**src/rtl/bound_flasher_pkg.sv**
```systemverilog
// Shared definitions for the bound flasher and its receive-side lamp monitor.
package bound_flasher_pkg;

  localparam int unsigned MX_LP_DEF = 16;

  typedef enum logic [1:0] {
    DIR_IDLE = 2'b00,
    DIR_RISE = 2'b01,
    DIR_FALL = 2'b10
  } dir_e;

endpackage

```
**src/rtl/lamp_therm_decode.sv**
```systemverilog
// Thermometer decode of the lamp bus: legal when the lit lamps are a contiguous run from lamp 0.
module lamp_therm_decode #(
  parameter int unsigned MX_LP = 16,
  parameter int unsigned LVL_W = 5
) (
  input  logic [MX_LP-1:0] lamp_in,
  output logic             legal,
  output logic [LVL_W-1:0] level
);

  logic [MX_LP:0] ext;

  always_comb begin
    ext   = {1'b0, lamp_in};
    // A value of the form 2^n-1 has no bit in common with its successor.
    legal = ((ext & (ext + {{MX_LP{1'b0}}, 1'b1})) == '0);
    level = '0;
    for (int i = 0; i < MX_LP; i++) begin
      level = level + LVL_W'(lamp_in[i]);
    end
  end

endmodule

```
**src/rtl/bound_lamp_monitor.sv**
```systemverilog
// Passive lamp-bus monitor: tracks level, ramp direction, turnarounds, sequence completion and
// malformed samples of the bound flasher output.
module bound_lamp_monitor
  import bound_flasher_pkg::*;
#(
  parameter int unsigned MX_LP = MX_LP_DEF,
  parameter int unsigned LVL_W = 5,
  parameter int unsigned QUIET = 4,
  parameter int unsigned CNT_W = 8
) (
  input  logic             clk,
  input  logic             rst,
  input  logic [MX_LP-1:0] lamp_in,
  output logic [LVL_W-1:0] level,
  output logic [1:0]       dir,
  output logic             turn_pulse,
  output logic [LVL_W-1:0] turn_level,
  output logic [CNT_W-1:0] turn_count,
  output logic             seq_done,
  output logic [CNT_W-1:0] seq_count,
  output logic             err_pattern,
  output logic             err_step
);

  localparam int unsigned QW = $clog2(QUIET + 1);

  logic             legal;
  logic [LVL_W-1:0] lvl;

  lamp_therm_decode #(
    .MX_LP (MX_LP),
    .LVL_W (LVL_W)
  ) u_decode (
    .lamp_in (lamp_in),
    .legal   (legal),
    .level   (lvl)
  );

  dir_e             dir_q, dir_d;
  logic [LVL_W-1:0] level_q, level_d;
  logic [LVL_W-1:0] turn_level_q, turn_level_d;
  logic [CNT_W-1:0] turn_count_q, turn_count_d;
  logic [CNT_W-1:0] seq_count_q, seq_count_d;
  logic [QW-1:0]    quiet_q, quiet_d;
  logic             active_q, active_d;
  logic             turn_pulse_q, turn_pulse_d;
  logic             seq_done_q, seq_done_d;
  logic             err_pattern_q, err_pattern_d;
  logic             err_step_q, err_step_d;
  logic [LVL_W-1:0] diff;
  logic [CNT_W-1:0] turn_inc;
  logic             turn;

  always_comb begin
    dir_d         = dir_q;
    level_d       = level_q;
    turn_level_d  = turn_level_q;
    turn_count_d  = turn_count_q;
    seq_count_d   = seq_count_q;
    quiet_d       = quiet_q;
    active_d      = active_q;
    err_pattern_d = err_pattern_q;
    err_step_d    = err_step_q;
    turn_pulse_d  = 1'b0;
    seq_done_d    = 1'b0;
    turn          = 1'b0;
    diff          = (lvl > level_q) ? (lvl - level_q) : (level_q - lvl);
    turn_inc      = (turn_count_q == '1) ? turn_count_q : turn_count_q + CNT_W'(1);

    if (!legal) begin
      err_pattern_d = 1'b1;
    end else begin
      level_d = lvl;
      if (diff > LVL_W'(1)) begin
        err_step_d = 1'b1;
      end
      unique case (dir_q)
        DIR_IDLE: begin
          if (lvl != '0) begin
            dir_d    = DIR_RISE;
            active_d = 1'b1;
            // Short gap inside an active sequence is a valley at zero, not a new sequence.
            if (active_q && (quiet_q < QW'(QUIET))) begin
              turn         = 1'b1;
              turn_level_d = '0;
            end
          end else if (quiet_q < QW'(QUIET)) begin
            quiet_d = quiet_q + QW'(1);
            if ((quiet_d == QW'(QUIET)) && active_q) begin
              seq_done_d   = 1'b1;
              seq_count_d  = (seq_count_q == '1) ? seq_count_q : seq_count_q + CNT_W'(1);
              turn_count_d = '0;
              active_d     = 1'b0;
            end
          end
        end
        DIR_RISE: begin
          if (lvl == '0) begin
            dir_d   = DIR_IDLE;
            quiet_d = '0;
          end else if (lvl < level_q) begin
            dir_d        = DIR_FALL;
            turn         = 1'b1;
            turn_level_d = level_q;
          end
        end
        DIR_FALL: begin
          if (lvl == '0) begin
            dir_d   = DIR_IDLE;
            quiet_d = '0;
          end else if (lvl > level_q) begin
            dir_d        = DIR_RISE;
            turn         = 1'b1;
            turn_level_d = level_q;
          end
        end
        default: dir_d = DIR_IDLE;
      endcase
      if (turn) begin
        turn_pulse_d = 1'b1;
        turn_count_d = turn_inc;
      end
    end
  end

  always_ff @(posedge clk) begin
    if (rst) begin
      dir_q         <= DIR_IDLE;
      level_q       <= '0;
      turn_level_q  <= '0;
      turn_count_q  <= '0;
      seq_count_q   <= '0;
      quiet_q       <= '0;
      active_q      <= 1'b0;
      turn_pulse_q  <= 1'b0;
      seq_done_q    <= 1'b0;
      err_pattern_q <= 1'b0;
      err_step_q    <= 1'b0;
    end else begin
      dir_q         <= dir_d;
      level_q       <= level_d;
      turn_level_q  <= turn_level_d;
      turn_count_q  <= turn_count_d;
      seq_count_q   <= seq_count_d;
      quiet_q       <= quiet_d;
      active_q      <= active_d;
      turn_pulse_q  <= turn_pulse_d;
      seq_done_q    <= seq_done_d;
      err_pattern_q <= err_pattern_d;
      err_step_q    <= err_step_d;
    end
  end

  assign level       = level_q;
  assign dir         = dir_q;
  assign turn_pulse  = turn_pulse_q;
  assign turn_level  = turn_level_q;
  assign turn_count  = turn_count_q;
  assign seq_done    = seq_done_q;
  assign seq_count   = seq_count_q;
  assign err_pattern = err_pattern_q;
  assign err_step    = err_step_q;

endmodule

```
**config.mk**
```make
export PLATFORM = sky130hd
export DESIGN_NAME = bound_lamp_monitor
export DESIGN_NICKNAME = d
export VERILOG_FILES = /design/src/rtl/bound_flasher_pkg.sv /design/src/rtl/lamp_therm_decode.sv /design/src/rtl/bound_lamp_monitor.sv
export SDC_FILE = /design/constraint.sdc
export NUM_CORES = 1
export LEC_CHECK = 0
export BUFFER_PORTS_ARGS = -buffer_cell sky130_fd_sc_hd__buf_4
export CAP_MARGIN = 0
export CORE_UTILIZATION = 48
export CTS_BUF_LIST = sky130_fd_sc_hd__clkbuf_4
export DETAILED_ROUTE_END_ITERATION = 8
export GPL_ROUTABILITY_DRIVEN = 0
export PLACE_DENSITY_LB_ADDON = 0.1
export SYNTH_ARGS = -nofsm -noshare
export SYNTH_HDL_FRONTEND = slang
export SYNTH_HIERARCHICAL = 1
export SYNTH_SLANG_ARGS = --single-unit
export TNS_END_PERCENT = 50
```
**constraint.sdc**
```tcl
create_clock -name clk -period 17.3 [get_ports clk]
set_input_delay 3.46 -clock clk [delete_from_list [all_inputs] [get_ports clk]]
set_output_delay 3.46 -clock clk [all_outputs]
set_load 0.01 [all_outputs]
```
==> impl_results.md <==
* Syn_nets at 373
* CP Max Fanout at 6
* PostCTS Resize Cnt at 0
* DR vias at 2,421
* Mean routed wirelength per cell at 13.3 µm
* H-tree Lvls at 2
* Post-Syn Instances at 319
* Fin Hold WS at 0.458 ns
* Worst r2r src: level[1]$_SDFFE_PP0P_
* Post-CTS Hold Fix Bufs at 0
* Layout area overhead at 18.7%
* Final wirelength at 5860 µm
* Max Cap Violations at 0
* Clock Sink Count at 36
* Most frequent cell after synthesis: inv_1
* CTS Root Cell: clkbuf_4
* Die X at 77.0 µm
* Share of layout cells above drive strength 1 at 18.2%
* Total power divided by cell area at 122 nW/µm²
* Yosys top cell by area: dfxtp_1
* Hold Path Stages at 2
* Hold endpoint: err_pattern$_SDFFE_PP0N_
* # setup viols final at 0
* Bufs on Longest Clock Path at 2
* Final Max Tran Viols at 0
* Total negative setup slack at 0 ns
* TritonCTS buffer count at 5
* Peak VDD IR at 0.0715 mV
* Vias in the first global route at 2,136
* Share of total power in the clock network at 15.6%
* Die Footprint at 5930 µm²
* Core area at 5270 µm²
* Critical Path RT at 17.55 ns
* DRC at 0
* Antenna viol nets, final at 0
* Top_reg_cell synth: dfxtp_1
* Worst setup margin at 9.00 ns
* Port Buffer Count at 49
* Most instantiated cells after synthesis: inv_1, dfxtp_1, nor2_1
* FMAX at 0.121 GHz
* Seq/Total Area, Yosys at 26.7%
* Largest net degree at the start of global routing at 39
* Final #Nets at 422
* Int Pwr at 0.216 mW
* Main area contributors after synthesis: dfxtp_1, ha_1, fa_1
* Worst Tran Pin Value at 0.701 ns
* Synth cell types at 52
* Final Hold Fails at 0
* Critical Path AT at 8.54 ns
* DP HPWL at 4490 µm
* Leakage at 1.39 nW
* Yosys warns at 6
* Max-slew headroom at 52.8%
* Status: complete, no violations
* Fin crit share at 48.0%
* Register-to-Register Setup Slack at 14.57 ns
* Row count at 26
* Worst-path clk slew at 0.12 ns
* Total GRT Usage at 20.4%
* Worst hold start: err_pattern$_SDFFE_PP0N_
* Pre-CTS WS at 8.62 ns
* Tot Pwr at 0.393 mW
* Yosys reg bits at 36
* Reg2Reg Depth at 8
* Sequential power share at 21.1%
* Switching Fraction at 45.1%
* GRT overflow at 0
* Clock latency on the worst-skew pair at 0.34 ns
* Initial antenna violation count at 0
* Area share of the largest cell type after synthesis at 26.7%
* Crit start category: input pin
* Unrepaired setup endpoints after global routing: false
* 1st-iter DRT viols at 152
* Global-route wire length before repair at 9780 µm
* DR vias/cell at 5.51
* Mapped Avg Cell Area at 8.47 µm²
* Number of I/O pins at 50
* Post-synth EDFFs at 0
* Die H at 77.0 µm
* Hold WC Path Type: reg -> reg
* Worst Clk Skew at 0.0123 ns
* CTS tree: built
* Initial core utilization at 51.3%
* Synthesized area at 2700 µm²
* WS Path Type: in -> reg
* Psw at 0.177 mW
* Reg2reg end: dir[0]$_SDFFE_PP0P_
* DR pass1 iterations at 4
* Post-CTS Repair Setup Buffers at 0
* Tmin final at 8.30 ns
* # diodes at 0
* Synth async-reset ratio at 0%
* Crit. End Element: flip-flop
* Logic pwr share at 63.3%
## final cells by class
class,count,area (µm²)
multi-input cells,231,1780
flip-flops and latches,36,721
fillers,493,2060
well taps,70,87.6
inverters,44,165
clock buffers,6,45.0
repair buffers,50,375
clock inverters,2,35.0
## state kept, by name, indices dropped and copies added, names as in the netlist, 2 cells and up
signal,flops
dir,2
level,5
quiet_q,3
seq_count,8
turn_count,8
turn_level,5
## stage by stage
step	util [%]	area, µm²	cells
2_1_floorplan	-	2700	319
4_1_cts	60.9	3210	439
5_1_grt	60.9	3210	439
6_report	60.9	3210	439
3_3_place_gp	59.3	3130	431
3_5_place_dp	59.3	3130	431
## worst max-delay path, stage by stage
cell	delay, ns
buf_4	0.10
inv_1	0.08
fa_1	0.57
fa_1	0.44
fa_1	0.43
fa_1	0.56
inv_1	0.06
ha_1	0.28
a21o_1	0.17
a21oi_1	0.16
xnor2_1	0.14
ha_1	0.41
and2_1	0.22
o211ai_1	0.15
a21oi_1	0.35
o21ai_0	0.18
a211oi_1	0.40
mux2_2	0.38
## worst max path at each step
stage,startpoint,endpoint,slack (ns),cells past startpoint
3_5_place_dp,lamp_in[0],turn_count[5]$_SDFFE_PP0P_,8.62,18
6_report,lamp_in[0],dir[0]$_SDFFE_PP0P_,9.00,18
2_1_floorplan,lamp_in[0],turn_count[5]$_SDFFE_PP0P_,9.08,17
3_3_place_gp,lamp_in[0],turn_count[5]$_SDFFE_PP0P_,8.73,18
5_1_grt,lamp_in[0],turn_level[0]$_SDFFE_PP0P_,8.70,18
4_1_cts,lamp_in[0],turn_count[5]$_SDFFE_PP0P_,9.01,18
## layer usage
metal / share of wire, % / up-vias / track usage, %
met1: 50 / 1132 / 29.5
met2: 44 / 67 / 31.1
met3: 5.2 / 4 / 3.93
met4: 0.75 / 0 / 5.09
met5: 0 / - / 0
li1: - / 1218 / -
## cells in the final DEF (no fill, tap or decap), types with 8 or more instances in the layout
| cell type | n |
|---|---|
| buf_4 | 50 |
| inv_1 | 44 |
| dfxtp_1 | 36 |
| nor2_1 | 26 |
| ha_1 | 24 |
| a21oi_1 | 18 |
| nand2_1 | 16 |
| o21ai_0 | 16 |
| nand3_1 | 15 |
| nand4_1 | 13 |
| fa_1 | 12 |
| mux2i_1 | 8 |
## cell families after synthesis
logic type	synth area share [%]
buf+inv	7.50
compound gates	17.3
flops	26.7
simple gates	20.6
mux	3.38
fa+ha+maj	20.0
xor+xnor	4.54
## power by group through the flow
stage	Clock (mW)	Combinational, mW	Sequential (mW)
finish	0.0612	0.249	0.0830
CTS	0.0630	0.247	0.0830
global placement	0	0.243	0.0849
detailed placement	0	0.243	0.0849
global route	0.0668	0.276	0.0831
floorplan	0	0.194	0.0850
Note: power is estimated with default switching activity, not from simulation.
